$ cat src/rtl/design_04_driver.sv
// design_04_driver
//   Initiator for the three-method design_04 core: start(sta,stb),
//   result(stc) and check(std). It takes one command from an upstream
//   valid/ready port, runs start -> result -> check on the core while
//   honouring each RDY_*, then presents the captured values with a pass
//   flag. It also keeps saturating pass/fail counters.
//
// Ports
//   CLK, RST_N             clock (rising edge), async active-low reset
//   cmd_valid/cmd_ready    command handshake; cmd_a..cmd_d are the method
//                          arguments and cmd_expect is the expected result
//   start_sta_/start_stb_  start arguments; EN_start/RDY_start
//   result_stc_, result    result argument and return; RDY_result
//   check_std_, check      check argument and return; EN_check/RDY_check
//   rsp_valid/rsp_ready    response handshake; rsp_result, rsp_check,
//                          rsp_pass and rsp_timeout are the response fields
//   pass_count/fail_count  saturating response tallies
module design_04_driver #(
    parameter int WIDTH   = 8,
    parameter int TIMEOUT = 255,
    parameter int CNTW    = 16
) (
    input  logic             CLK,
    input  logic             RST_N,
    input  logic             cmd_valid,
    output logic             cmd_ready,
    input  logic [WIDTH-1:0] cmd_a,
    input  logic [WIDTH-1:0] cmd_b,
    input  logic [WIDTH-1:0] cmd_c,
    input  logic [WIDTH-1:0] cmd_d,
    input  logic [WIDTH-1:0] cmd_expect,
    output logic [WIDTH-1:0] start_sta_,
    output logic [WIDTH-1:0] start_stb_,
    output logic             EN_start,
    input  logic             RDY_start,
    output logic [WIDTH-1:0] result_stc_,
    input  logic [WIDTH-1:0] result,
    input  logic             RDY_result,
    output logic [WIDTH-1:0] check_std_,
    output logic             EN_check,
    input  logic [WIDTH-1:0] check,
    input  logic             RDY_check,
    output logic             rsp_valid,
    input  logic             rsp_ready,
    output logic [WIDTH-1:0] rsp_result,
    output logic [WIDTH-1:0] rsp_check,
    output logic             rsp_pass,
    output logic             rsp_timeout,
    output logic [CNTW-1:0]  pass_count,
    output logic [CNTW-1:0]  fail_count
);

    localparam logic [2:0] S_IDLE   = 3'd0;
    localparam logic [2:0] S_START  = 3'd1;
    localparam logic [2:0] S_RESULT = 3'd2;
    localparam logic [2:0] S_CHECK  = 3'd3;
    localparam logic [2:0] S_RESP   = 3'd4;

    // The wait counter only has to count up to TIMEOUT-1: the TIMEOUT-th
    // low cycle is the abort cycle itself.
    localparam int            WCW   = (TIMEOUT > 1) ? $clog2(TIMEOUT) : 1;
    localparam logic [WCW-1:0] WLAST = WCW'(TIMEOUT - 1);
    localparam logic [CNTW-1:0] CMAX = {CNTW{1'b1}};

    logic [2:0]       state;
    logic [WCW-1:0]   wcnt;
    logic [WIDTH-1:0] exp_q;
    logic             cur_rdy;
    logic             waiting;
    logic             in_wait;
    logic             expired;

    always_comb begin
        cmd_ready = (state == S_IDLE);
        rsp_valid = (state == S_RESP);
        EN_start  = (state == S_START) & RDY_start;
        EN_check  = (state == S_CHECK) & RDY_check;
        waiting   = 1'b0;
        cur_rdy   = 1'b1;
        case (state)
            S_START:  begin waiting = 1'b1; cur_rdy = RDY_start;  end
            S_RESULT: begin waiting = 1'b1; cur_rdy = RDY_result; end
            S_CHECK:  begin waiting = 1'b1; cur_rdy = RDY_check;  end
            default:  ;
        endcase
        in_wait = waiting & ~cur_rdy;
        expired = in_wait & (wcnt == WLAST);
    end

    always_ff @(posedge CLK or negedge RST_N) begin
        if (!RST_N) begin
            state       <= S_IDLE;
            wcnt        <= '0;
            exp_q       <= '0;
            start_sta_  <= '0;
            start_stb_  <= '0;
            result_stc_ <= '0;
            check_std_  <= '0;
            rsp_result  <= '0;
            rsp_check   <= '0;
            rsp_pass    <= 1'b0;
            rsp_timeout <= 1'b0;
            pass_count  <= '0;
            fail_count  <= '0;
        end else begin
            case (state)
                S_IDLE: begin
                    if (cmd_valid) begin
                        start_sta_  <= cmd_a;
                        start_stb_  <= cmd_b;
                        result_stc_ <= cmd_c;
                        check_std_  <= cmd_d;
                        exp_q       <= cmd_expect;
                        // Fields a timeout leaves uncaptured must read 0.
                        rsp_result  <= '0;
                        rsp_check   <= '0;
                        rsp_pass    <= 1'b0;
                        rsp_timeout <= 1'b0;
                        wcnt        <= '0;
                        state       <= S_START;
                    end
                end
                S_START: begin
                    if (RDY_start) begin
                        wcnt  <= '0;
                        state <= S_RESULT;
                    end
                end
                S_RESULT: begin
                    if (RDY_result) begin
                        rsp_result <= result;
                        wcnt       <= '0;
                        state      <= S_CHECK;
                    end
                end
                S_CHECK: begin
                    if (RDY_check) begin
                        rsp_check <= check;
                        rsp_pass  <= (rsp_result == exp_q);
                        wcnt      <= '0;
                        state     <= S_RESP;
                    end
                end
                S_RESP: begin
                    if (rsp_ready) begin
                        // rsp_pass is already 0 on a timeout, so it alone
                        // selects the counter.
                        if (rsp_pass) begin
                            if (pass_count != CMAX) pass_count <= pass_count + CNTW'(1);
                        end else begin
                            if (fail_count != CMAX) fail_count <= fail_count + CNTW'(1);
                        end
                        state <= S_IDLE;
                    end
                end
                default: state <= S_IDLE;
            endcase

            // in_wait implies the state's RDY is low, so the case above made
            // no transition this cycle and these writes cannot collide.
            if (expired) begin
                rsp_timeout <= 1'b1;
                rsp_pass    <= 1'b0;
                wcnt        <= '0;
                state       <= S_RESP;
            end else if (in_wait) begin
                wcnt <= wcnt + WCW'(1);
            end
        end
    end

endmodule
$ cat config.mk
export PLATFORM = sky130hd
export DESIGN_NAME = design_04_driver
export DESIGN_NICKNAME = d
export VERILOG_FILES = /design/src/rtl/design_04_driver.sv
export SDC_FILE = /design/constraint.sdc
export NUM_CORES = 1
export LEC_CHECK = 0
export CORE_UTILIZATION = 30
export CTS_CLUSTER_DIAMETER = 50
export CTS_CLUSTER_SIZE = 40
export DETAILED_ROUTE_END_ITERATION = 10
export PLACE_DENSITY = 0.58
export REMOVE_ABC_BUFFERS = 1
export SYNTH_ARGS = -nofsm -noshare
export SYNTH_HDL_FRONTEND = slang
export SYNTH_SLANG_ARGS = --single-unit
$ cat constraint.sdc
create_clock -name CLK -period 2.5 [get_ports CLK]
set_input_delay 0.75 -clock CLK [delete_from_list [all_inputs] [get_ports CLK]]
set_output_delay 0.75 -clock CLK [all_outputs]
set_load 0.02 [all_outputs]
After elaboration in Yosys (flattened, before gate mapping)
Index checks and enable logic that the tools add are counted.
{"block": "totals", "in_bits": 63, "out_inout_bits": 86, "register_bits": 101}
{"block": "op_classes", "n_addsub": 3, "n_reduce_logical": 17, "eq_ne": 20, "n_mux": 26, "bitwise_logic": 6}
{"cell": "$mux W8", "n": 8}
{"cell": "$add A16 B1 Y16 const B", "n": 2}
{"cell": "$ne A16 B16 Y1 const B", "n": 2}
{"cell": "$pmux W8 S2", "n": 2}
{"cell": "$pmux W8 S4", "n": 1}
{"cell": "$mux W3", "n": 6}
{"cell": "$pmux W3 S5", "n": 1}
{"cell": "$ne A4 B4 Y1 const B", "n": 3}
{"cell": "$reduce_and A5 Y1", "n": 2}
{"cell": "$ne A3 B3 Y1 const B", "n": 3}
{"cell": "$reduce_and A3 Y1", "n": 3}
{"cell": "$add A8 B1 Y8 const B", "n": 1}
{"cell": "$eq A8 B8 Y1", "n": 1}
{"cell": "$eq A8 B8 Y1 const B", "n": 1}
{"cell": "$reduce_and A4 Y1", "n": 2}
{"cell": "$reduce_bool A2 Y1", "n": 4}
{"cell": "$eq A3 B2 Y1 const B", "n": 2}
{"cell": "$mux W1", "n": 6}
{"cell": "$ne A2 B2 Y1 const B", "n": 3}
{"cell": "$reduce_bool A6 Y1", "n": 1}
{"cell": "$and A1 B1 Y1", "n": 4}
{"cell": "$ne A4 B2 Y1 const B", "n": 1}
{"cell": "$reduce_and A2 Y1", "n": 2}
{"cell": "$eq A3 B1 Y1 const B", "n": 1}
{"cell": "other kinds (9)", "n": 10}

Depth between registers and ports, before layout
{"block": "depth", "depth_word": 7, "mapped_depth": 7}

Least setup slack after synthesis
OpenSTA, ideal clock, no wires.
{"block": "synth_timing", "kind": "in2out", "from": "input port RDY_check", "to": "output port EN_check", "path_stages": 3, "t_arrival_ns": 1.323, "path_buffers": 2, "slack_ns": 0.427, "path_cell_list": "and4b_1 -> buf_2 -> buf_2"}
{"block": "synth_between", "elab_chain_cells": 1}
{"element": "start: declaration", "line": "42", "rtl": "input logic RDY_check,"}
{"element": "$and A1 B1 Y1", "line": "77", "rtl": "EN_check = (state == S_CHECK) & RDY_check;"}
{"element": "end: declaration", "line": "40", "rtl": "output logic EN_check,"}
No other way between the ends.

Worst setup path after layout
{"block": "layout_timing", "from": "input port RDY_start", "to": "output port EN_start"}
{"block": "layout_between", "elab_chain_cells": 1}
{"element": "start: declaration", "line": "35", "rtl": "input logic RDY_start,"}
{"element": "$and A1 B1 Y1", "line": "76", "rtl": "EN_start = (state == S_START) & RDY_start;"}
{"element": "end: declaration", "line": "34", "rtl": "output logic EN_start,"}
No other way between the ends.

==> implementation parameters <==
Parameter                              Value

Finish
  Syn-to-layout area delta    44.4%
  Post-route cell area    6760 um^2
  Number of nets in the final layout    around 700
  Diode insertion count for antenna repair    0
  Fill cell instance count of the final layout    1428
  Area used by sequential logic in the layout    2530 um^2
  Share of final-layout standard cells stronger than drive strength 1    0.0845
  Area taken by multi-input logic gates    1990 um^2

Synthesis
  Register bit total from synthesis    101
  Count leader, synth    sky130_fd_sc_hd__nand2_1
  Main flop type after synthesis    sky130_fd_sc_hd__dfrtp_1
  Sequential cell area fraction in the yosys report    0.540
  Synthesized cell area    ~4700 um^2
  Top post-synthesis cells by area    sky130_fd_sc_hd__dfrtp_1 (54%), sky130_fd_sc_hd__nand2_1 (13%), sky130_fd_sc_hd__xor2_1 (3.4%), sky130_fd_sc_hd__xnor2_1 (2.6%), sky130_fd_sc_hd__o21ai_0 (2.1%)
  Post-synth top cells    sky130_fd_sc_hd__nand2_1 (156), sky130_fd_sc_hd__dfrtp_1 (101), sky130_fd_sc_hd__o21ai_0 (20)
  Number of enable flip-flop cells after synthesis    0
  Number of synthesis warnings    0
  Synthesized netlist cell count    482
  Async set or reset register ratio after synthesis    1.00
  Library cell with the largest summed area after synthesis    sky130_fd_sc_hd__dfrtp_1
  Average cell area after synthesis    9.71 um^2
  Area share of the leading cell type in the synthesized netlist    0.540
  Count of different cell masters after synthesis    53

STA
  Headroom to the max-slew limit    0.604
  Unrepaired setup endpoints after global routing    false
  Final worst path period need    about 2400 ps
  Tcrit/Tclk final    0.975
  Slew at the pin with the worst max-slew slack    591 ps
  Slew Viols, Final    0
  Worst clock skew    4.98 ps
  Number of setup violations in the final report    0
  Setup TNS Final    0 ps
  Peak Freq    410 MHz
  Hold violation count in the final report    0

CTS
  Clock latency of the later-clocked register in the worst-skew pair    350 ps
  Count of hold-fix buffers inserted at cts    0
  Number of clock sinks    101
  Buffers inserted during post-CTS setup optimization    0
  Depth of the CTS H-tree    3
  TritonCTS clock tree    yes
  Maximum count of clock buffers along a single path    2
  CTS clock-pin slew for the worst setup and hold paths    70 ps
  Total clock buffers created by CTS    9
  CTS-repair resized insts    9
  Clk Tree Root Cell    sky130_fd_sc_hd__clkbuf_16

Floorplanning
  Overall die width    127 um
  Die height    127 um
  Total Die Area    about 16000 um^2
  Initial standard-cell utilization of the core    0.308
  I/O pin count    around 150
  Site Rows    45
  Total core area    15200 um^2

Pwr
  Worst ir drop on vdd    0.000492 V
  Total leakage power    3.08 nW
  Total power consumption of the routed design    about 0.0067 W
  Cell Pwr Density    between 900 and 1000 nW/um^2

Min path
  Class of the tightest hold or removal check    input port to asynchronous set/reset pin

Placement
  Detailed-placement wirelength estimate    8990 um
  Port Buffers    148
  Last weighted congestion value of the routability-driven placer    0.838
  Cell Area, Placed    6430 um^2

Critical path
  Required time of the critical path    between 1500 and 2000 ps
  Crit Path Max Fanout    2
  Critical Path Sink Type    primary output
  Data arrival time at the worst-slack endpoint    1690 ps
  Critical Setup Path Class    input port to primary output
  Critical path launch point type    input port

Routing
  Number of optimization iterations in the first detailed-route pass    4
  Count of nets left with antenna violations after detail routing    0
  Via density    4.85
  Count of unresolved DRC violations after routing    0
  Detailed-route via count    4012
  Number of violations reported at the end of detailed-routing iteration 0    200
  Routed wire length per instance    14.9 um
  Final wirelength    12400 um

GRT
  First-pass GRT wire length    20900 um
  Total overflow reported by the global router    0
  Antenna violations before repair    0
  Pin count of the biggest net entering global routing    52
  Vias in the first global route    ~4100
  Global-route usage over all layers    0.165

Run
  Total of max-cap violations    0

Run status
  Run status    complete, no violations
kinds of logic (layout without fill, tap and decap cells):
group	after synthesis	after routing	synth area share
AOI/OAI and AO/OA	59	59	0.0842
xor gates and xnor gates	32	32	0.0599
muxes	4	4	0.00909
buffers and inverters	39	196	0.0380
DFF	101	101	0.540
and+or+nand+nor	243	243	0.258
adders and majority gates	4	4	0.0107
where the power goes:
part / switching [W] / internal [W] / leakage [nW]
Combinational: 0.00147 / 0.00120 / 1.59
Sequential: 0.000367 / 0.00210 / 1.33
Clock: 0.000661 / 0.000894 / 0.159
Total: 0.00250 / 0.00420 / 3.08
through the flow:
step	utilization	std cells	hold slack (ps)	setup slack (ps)
after global placement	0.423	811	458	-424
after global routing	0.445	827	353	5.49
after detailed placement	0.423	811	461	-431
final	0.445	827	330	61.8
after CTS	0.444	827	339	31.4
after floorplan	-	460	450	-371
critical path, cell delays in order:
cell and delay (ps):
sky130_fd_sc_hd__clkdlybuf4s50_1 460, sky130_fd_sc_hd__nand2b_1 70, sky130_fd_sc_hd__nor2_1 110, sky130_fd_sc_hd__clkdlybuf4s15_1 310
cell usage in the layout (no fill, tap or decap), drive strengths merged, types with 4 or more instances in the layout:
cell type | synthesis | final
ha | 4 | 4
dfrtp | 101 | 101
clkbuf | 9 | 9
nand2 | 157 | 157
nand3 | 17 | 17
and4 | 7 | 7
o211ai | 4 | 4
nor4 | 7 | 7
xnor2 | 14 | 14
inv | 17 | 20
nor3 | 7 | 7
clkdlybuf4s50 | 0 | 143
xor2 | 18 | 18
nand4 | 16 | 16
a31oi | 11 | 11
o21ai | 20 | 20
buf | 13 | 17
and3 | 9 | 9
nor2 | 8 | 8
a21oi | 7 | 7
layer usage:
layer | global-route usage | vias to the layer above | part of all wire
met3 | 0.0548 | 8 | 0.070
met5 | 0 | - | 0
met2 | 0.280 | 122 | 0.49
met1 | 0.200 | 1939 | 0.43
met4 | 0.0462 | 0 | 0.010
li1 | - | 1943 | -
state kept, by name (all words and copies together) (netlist names):
signal,flops
fail_count,16
pass_count,16
check_std_,8
exp_q,8
result_stc_,8
rsp_check,8
rsp_result,8
start_sta_,8
start_stb_,8
wcnt,8
state,3
rsp_pass,1
rsp_timeout,1
worst paths after layout:
| path | startpoint | to | cells after the start | slack, ps |
|---|---|---|---|---|
| min in group CLK | result_stc_[1] | result_stc_[1] | 2 | 480 |
| min reg2reg | result_stc_[1] | result_stc_[1] | 2 | 480 |
| min | RST_N | fail_count[10] | 1 | 330 |
| max | RDY_start | EN_start | 4 | 60 |
| max reg2reg | state[1] | wcnt[2] | 5 | 500 |
| max in group asynchronous | RST_N | wcnt[6] | 2 | 1520 |
final cells by class:
| class | instances | share of cell area |
|---|---|---|
| timing repair buffer | 163 | 0.238 |
| tap | 188 | 0.0348 |
| sequential | 101 | 0.374 |
| clock buffer | 9 | 0.0333 |
| clock inverter | 7 | 0.0155 |
| multi-input combinational | 342 | 0.295 |
| inverter | 17 | 0.00944 |
Power figures use the tool's default switching activity.
